==> src/rtl/secded_pkg.sv <==
// SECDED(16,11) decode engine shared definitions: FSM states, flag codes, default map.
// Latency: n/a (definitions only).
// Backpressure: n/a (definitions only).
//
// Contents: state_t (engine FSM states), FLG_* decode flag codes, default
// source/destination base addresses and word count.
package secded_pkg;

  typedef enum logic [2:0] {
    IDLE,
    RD_LO,
    RD_HI,
    CAP_HI,
    WR_LO,
    WR_HI,
    DONE
  } state_t;

  localparam logic [1:0] FLG_NONE = 2'b00;
  localparam logic [1:0] FLG_SGL  = 2'b01;
  localparam logic [1:0] FLG_DBL  = 2'b10;

  localparam int SRC_BASE_DEF  = 30;
  localparam int DST_BASE_DEF  = 0;
  localparam int NUM_WORDS_DEF = 15;

endpackage

==> src/rtl/secded16_dec.sv <==
// Purely combinational SECDED(16,11) decoder: corrects single errors, flags doubles.
// Latency: 0 cycles (combinational).
// Backpressure: none; output follows input.
//
// Ports: word_i  16-bit received codeword {d11..d5,p8,d4..d2,p4,d1,p2,p1,p0}
//        data_o  11-bit extracted data {d11..d1}
//        flag_o  FLG_NONE / FLG_SGL / FLG_DBL
module secded16_dec
  import secded_pkg::*;
(
  input  logic [15:0] word_i,
  output logic [10:0] data_o,
  output logic [1:0]  flag_o
);

  logic [3:0]  syn;
  logic        par;
  logic [15:0] fixed;

  always_comb begin
    syn = 4'd0;
    for (int k = 1; k < 16; k++) begin
      if (word_i[k]) syn = syn ^ 4'(k);
    end
    par   = ^word_i;
    fixed = word_i;
    // Odd overall parity means one flipped bit; syndrome 0 points at p0 itself.
    if (par) fixed[syn] = ~fixed[syn];
    data_o = {fixed[15:9], fixed[7:5], fixed[3]};
    if (par)               flag_o = FLG_SGL;
    else if (syn != 4'd0)  flag_o = FLG_DBL;
    else                   flag_o = FLG_NONE;
  end

endmodule

==> src/rtl/secded_dec_engine.sv <==
// Memory-to-memory SECDED decode engine: reads NUM_WORDS codewords, writes decoded words.
// Latency: 5 cycles per word; done rises on the 76th edge counting the start-sampling edge (defaults).
// Backpressure: none; start is ignored while a run is in progress, memory is fixed-latency.
//
// Ports: clk, reset (sync, active high), start (sampled in IDLE/DONE), done (high in DONE),
//        mem_addr/mem_wr_en/mem_wdata to a byte memory, mem_rdata valid one cycle after mem_addr.
module secded_dec_engine
  import secded_pkg::*;
#(
  parameter int SRC_BASE  = SRC_BASE_DEF,
  parameter int DST_BASE  = DST_BASE_DEF,
  parameter int NUM_WORDS = NUM_WORDS_DEF
) (
  input  logic       clk,
  input  logic       reset,
  input  logic       start,
  output logic       done,
  output logic [7:0] mem_addr,
  output logic       mem_wr_en,
  output logic [7:0] mem_wdata,
  input  logic [7:0] mem_rdata
);

  localparam int            IW    = (NUM_WORDS > 1) ? $clog2(NUM_WORDS) : 1;
  localparam logic [IW-1:0] LAST  = IW'(NUM_WORDS - 1);
  localparam logic [7:0]    SRC_A = 8'(SRC_BASE);
  localparam logic [7:0]    DST_A = 8'(DST_BASE);

  state_t        state_q;
  logic [IW-1:0] idx_q;
  logic [IW-1:0] idx_d;
  logic [7:0]    lo_q, hi_q;
  logic          done_q, wr_en_q;
  logic [7:0]    addr_q, wdata_q;

  logic [7:0]    off_cur, off_nxt;
  logic [15:0]   dec_in;
  logic [10:0]   dec_data;
  logic [1:0]    dec_flag;
  logic [15:0]   result;

  assign idx_d   = idx_q + IW'(1);
  assign off_cur = 8'({idx_q, 1'b0});
  assign off_nxt = 8'({idx_d, 1'b0});

  // In CAP_HI the high byte is still on mem_rdata; bypassing it lets the low
  // result byte be registered onto mem_wdata for WR_LO without an extra cycle.
  assign dec_in = (state_q == CAP_HI) ? {mem_rdata, lo_q} : {hi_q, lo_q};
  assign result = {dec_flag, 3'b000, dec_data};

  secded16_dec u_dec (
    .word_i (dec_in),
    .data_o (dec_data),
    .flag_o (dec_flag)
  );

  always_ff @(posedge clk) begin
    if (reset) begin
      state_q <= IDLE;
      idx_q   <= '0;
      lo_q    <= 8'd0;
      hi_q    <= 8'd0;
      done_q  <= 1'b0;
      wr_en_q <= 1'b0;
      addr_q  <= 8'd0;
      wdata_q <= 8'd0;
    end else begin
      case (state_q)
        IDLE, DONE: begin
          if (start) begin
            state_q <= RD_LO;
            idx_q   <= '0;
            done_q  <= 1'b0;
            addr_q  <= SRC_A;
          end
        end
        RD_LO: begin
          state_q <= RD_HI;
          addr_q  <= SRC_A + off_cur + 8'd1;
        end
        RD_HI: begin
          lo_q    <= mem_rdata;
          state_q <= CAP_HI;
        end
        CAP_HI: begin
          hi_q    <= mem_rdata;
          state_q <= WR_LO;
          addr_q  <= DST_A + off_cur;
          wr_en_q <= 1'b1;
          wdata_q <= result[7:0];
        end
        WR_LO: begin
          state_q <= WR_HI;
          addr_q  <= DST_A + off_cur + 8'd1;
          wdata_q <= result[15:8];
        end
        WR_HI: begin
          wr_en_q <= 1'b0;
          if (idx_q == LAST) begin
            state_q <= DONE;
            done_q  <= 1'b1;
          end else begin
            idx_q   <= idx_d;
            state_q <= RD_LO;
            addr_q  <= SRC_A + off_nxt;
          end
        end
        default: state_q <= IDLE;
      endcase
    end
  end

  assign done      = done_q;
  assign mem_wr_en = wr_en_q;
  assign mem_addr  = addr_q;
  assign mem_wdata = wdata_q;

endmodule

==> config.mk <==
export PLATFORM = sky130hd
export DESIGN_NAME = secded_dec_engine
export DESIGN_NICKNAME = d
export VERILOG_FILES = /design/src/rtl/secded_pkg.sv /design/src/rtl/secded16_dec.sv /design/src/rtl/secded_dec_engine.sv
export SDC_FILE = /design/constraint.sdc
export NUM_CORES = 1
export LEC_CHECK = 0
export ABC_CLOCK_PERIOD_IN_PS = 3140
export CELL_PAD_IN_SITES_DETAIL_PLACEMENT = 0
export CELL_PAD_IN_SITES_GLOBAL_PLACEMENT = 1
export CORE_MARGIN = 4
export CORE_UTILIZATION = 44
export DETAILED_ROUTE_END_ITERATION = 10
export PLACE_DENSITY = 0.89
export SKIP_CTS_REPAIR_TIMING = 1
export SYNTH_ARGS = -nofsm -noshare
export SYNTH_HDL_FRONTEND = slang
export SYNTH_SLANG_ARGS = --single-unit
==> constraint.sdc <==
create_clock -name clk -period 3.14 [get_ports clk]
set_input_delay 0.628 -clock clk [delete_from_list [all_inputs] [get_ports clk]]
set_output_delay 0.628 -clock clk [all_outputs]
set_load 0.03 [all_outputs]
==> metrics.yaml <==
outcome:
  outcome: "finished, final reports clean"
timing:
  hold_viol_final: 0
  finalCritPeriodShare_pct: 92.1
  maxSlewHeadroom_pct: 42.4
  max_freq_ghz: 0.346
  worstMarginPinSlew_ns: 0.859
  timing.final.crit_period_ns: 2.89
  slew_violations: 0
  skew_ns: 0.00819
  hold_slack_ns: 0.475
  rsz0062_at_grt: "no"
  setup_violations: 0
grt:
  first_global_vias: 2116
  grt_pass1_wl_um: 10700
  gr-usage-all-layers_pct: 17.8
  gr-total-overflow: 0
  antenna_found_initial: 0
  grt_max_degree: 39
routing:
  postRouteAntennaNets: 0
  wl_per_cell_um: 15.5
  drtPass1Iterations: 4
  drt_wl_total_um: 6510
  drtIter0Drc: 190
  vias: 2281
  drc: 0
  routed_via_density: 5.43
job:
  cap_violations: 0
cells_and_area:
  fill_cells: 564
  drive_above_1_share_pct: 17.1
  stdcell_area_sq_um: 3300
  syn2layout_area_growth_pct: 18.4
  diodes: 0
  final_cells: 420
  layout.nets: 358
synth:
  synth_ff_type: "dfxtp_1"
  yosysMostFrequentCell: "dfxtp_1"
  synth_async_sr_flop_share_pct: 0
  synth_edf_count: 0
  synth_top_area_cell: "dfxtp_1"
  ys_top_cells_by_area: "dfxtp_1 (28%), mux2i_1 (6.1%), xnor2_1 (4.7%)"
  yosysTopAreaCellShare_pct: 28.0
  ys_seq_area_share_pct: 28.0
  yosysUniqueCellTypes: 60
  synth_area_sq_um: 2780
  netlist_top_cells_count: "dfxtp_1 (39), nor2_1 (34), nand2_1 (30), a21oi_1 (24), mux2i_1 (17)"
  synth_warnings: 0
  synth_cells: 308
  synth-seq-cells: 39
  syn-mean-instance-area_sq_um: 9.04
place:
  placed_cell_area_sq_um: 3200
  place_congestion: 0.922
  placed_cells: 412
  dpl.hpwl_um: 4870
  port_buffers: 26
setup_path:
  ff2ff_path_depth: 7
  cp-end-kind: "register"
  cp_data_arrival_time_ns: 3.12
  cp_top_family: "XOR/XNOR gates"
  r2r_slack_ns: 0.60
  path_common_cell: "xnor3_1"
  critical-path-max-stage-delay_ns: 0.47
  reg2reg_from: "hi_q[7]$_SDFFE_PP0P_"
  slowest_stage: "clkdlybuf4s50_1"
  rr_endpoint: "mem_wdata[4]$_SDFFE_PP0P_"
  worstPathMaxFanout: 4
  critical_path_class: "input pin to register"
  crit_required_ns: 3.37
  crit_buf_inv: 1
  crit_path_start_kind: "input pin"
  cp_cell_sequence: "clkdlybuf4s50_1 -> xnor3_1 -> xnor3_1 -> mux2i_2 -> nand2_1 -> nor4_1 -> mux2_2 -> a21oi_1"
die:
  rows: 28
  ioPinCount: 29
  die_w_um: 87.5
  initial_core_util_pct: 46.2
  dieArea_sq_um: 7660
  fp.dieH_um: 87.5
  core-area_sq_um: 6030
clocking:
  clock-sinks: 39
  clk_pin_slew_ns: 0.08
  clkLatencyLatePin_ns: 0.29
  clockBufferDepth: 2
  htree_levels: 2
  cts_buffers: 5
  cts_tree: "yes"
  cts_root_buffer: "clkbuf_8"
min_path:
  holdPathEnd: "mem_addr[2]$_SDFFE_PP0P_"
  min_path_type: "register to register"
  hold_depth: 2
  worstHoldStart: "mem_addr[2]$_SDFFE_PP0P_"
power:
  finalPower_uw: 1590
  cellPowerDensity_nw_per_um2: 483
  ir_drop_mv: 0.215
  p_leak_uw: 0.00130
[flip-flops by register name, indices dropped and copies added, names as in the netlist]
signal,count
hi_q,8
lo_q,8
mem_wdata,8
mem_addr,6
idx_q,4
state_q,3
done,1
mem_wr_en,1
[per-layer routing]
layer / routed length, um / up-vias / GRT usage [%] / share of wire (%)
li1: - / 1142 / - / -
met1: 3230 / 1082 / 25.7 / 50
met2: 2970 / 53 / 28.1 / 46
met3: 246 / 4 / 2.82 / 3.8
met4: 60 / 0 / 4.18 / 0.92
met5: 0 / - / 0 / 0
[logic make-up after synthesis]
| logic type | count (synthesis) | synth area share, % |
|---|---|---|
| adder cells (fa/ha/maj) | 3 | 1.35 |
| other | 1 | 0.135 |
| AO/OA/AOI/OAI | 60 | 14.1 |
| flip-flops | 39 | 28.0 |
| XOR/XNOR | 44 | 20.8 |
| multiplexers | 27 | 11.6 |
| AND/OR/NAND/NOR | 106 | 19.1 |
| buffers and inverters | 28 | 4.90 |
[worst max path at each step]
stage	to	cells past startpoint	startpoint	slack [ns]
floorplan	mem_wdata[5]$_SDFFE_PP0P_	8	mem_rdata[3]	0.41
global placement	mem_wdata[5]$_SDFFE_PP0P_	8	mem_rdata[1]	-0.04
detailed placement	mem_wdata[4]$_SDFFE_PP0P_	8	mem_rdata[1]	-0.07
CTS	mem_wdata[4]$_SDFFE_PP0P_	8	mem_rdata[1]	0.24
global route	mem_wdata[5]$_SDFFE_PP0P_	8	mem_rdata[1]	0.08
finish	mem_wdata[4]$_SDFFE_PP0P_	8	mem_rdata[1]	0.25
[metrics by stage]
stage               util (%)  worst slack [ns]  TNS (ns)
global placement        53.1           -0.0441   -0.0965
detailed placement      53.1           -0.0693    -0.166
floorplan                  -             0.406         0
finish                  54.7             0.249         0
CTS                     54.7             0.236         0
global route            54.7            0.0777         0
[worst reg2reg max path: cells and delay by family (launching register included)]
family	cells	cell delay, ns
simple gates	2	0.48
mux	2	0.59
compound gates	1	0.13
flops	1	0.42
xor+xnor	2	0.87
[power by group]
group | total (uW) | internal, uW | switching [uW]
Combinational | 679 | 303 | 376
Clock | 364 | 180 | 184
Sequential | 551 | 525 | 25.7
[cell usage in the layout, fill, tap and decap left out, drive strengths merged, types with 6 or more instances in the layout]
master,netlist,final
o21ai,8,8
xnor2,21,21
inv,8,8
nand2b,6,6
clkdlybuf4s50,0,26
clkbuf,12,7
nor2,35,35
nor3,6,6
buf,8,22
a21oi,24,24
xnor3,6,6
dfxtp,39,39
mux2i,23,23
nor4,6,6
nand2,30,30
xor2,17,17
[cell type report]
cell class	instances	area [sq um]	area share [%]
multi-input cells	242	1870	56.8
repair buffers	48	425	12.9
flip-flops and latches	39	781	23.7
clock buffers	7	86.3	2.62
inverters	8	30.0	0.911
clock inverters	1	8.76	0.266
well taps	75	93.8	2.85
No activity file was read; power rests on OpenSTA's default activity.
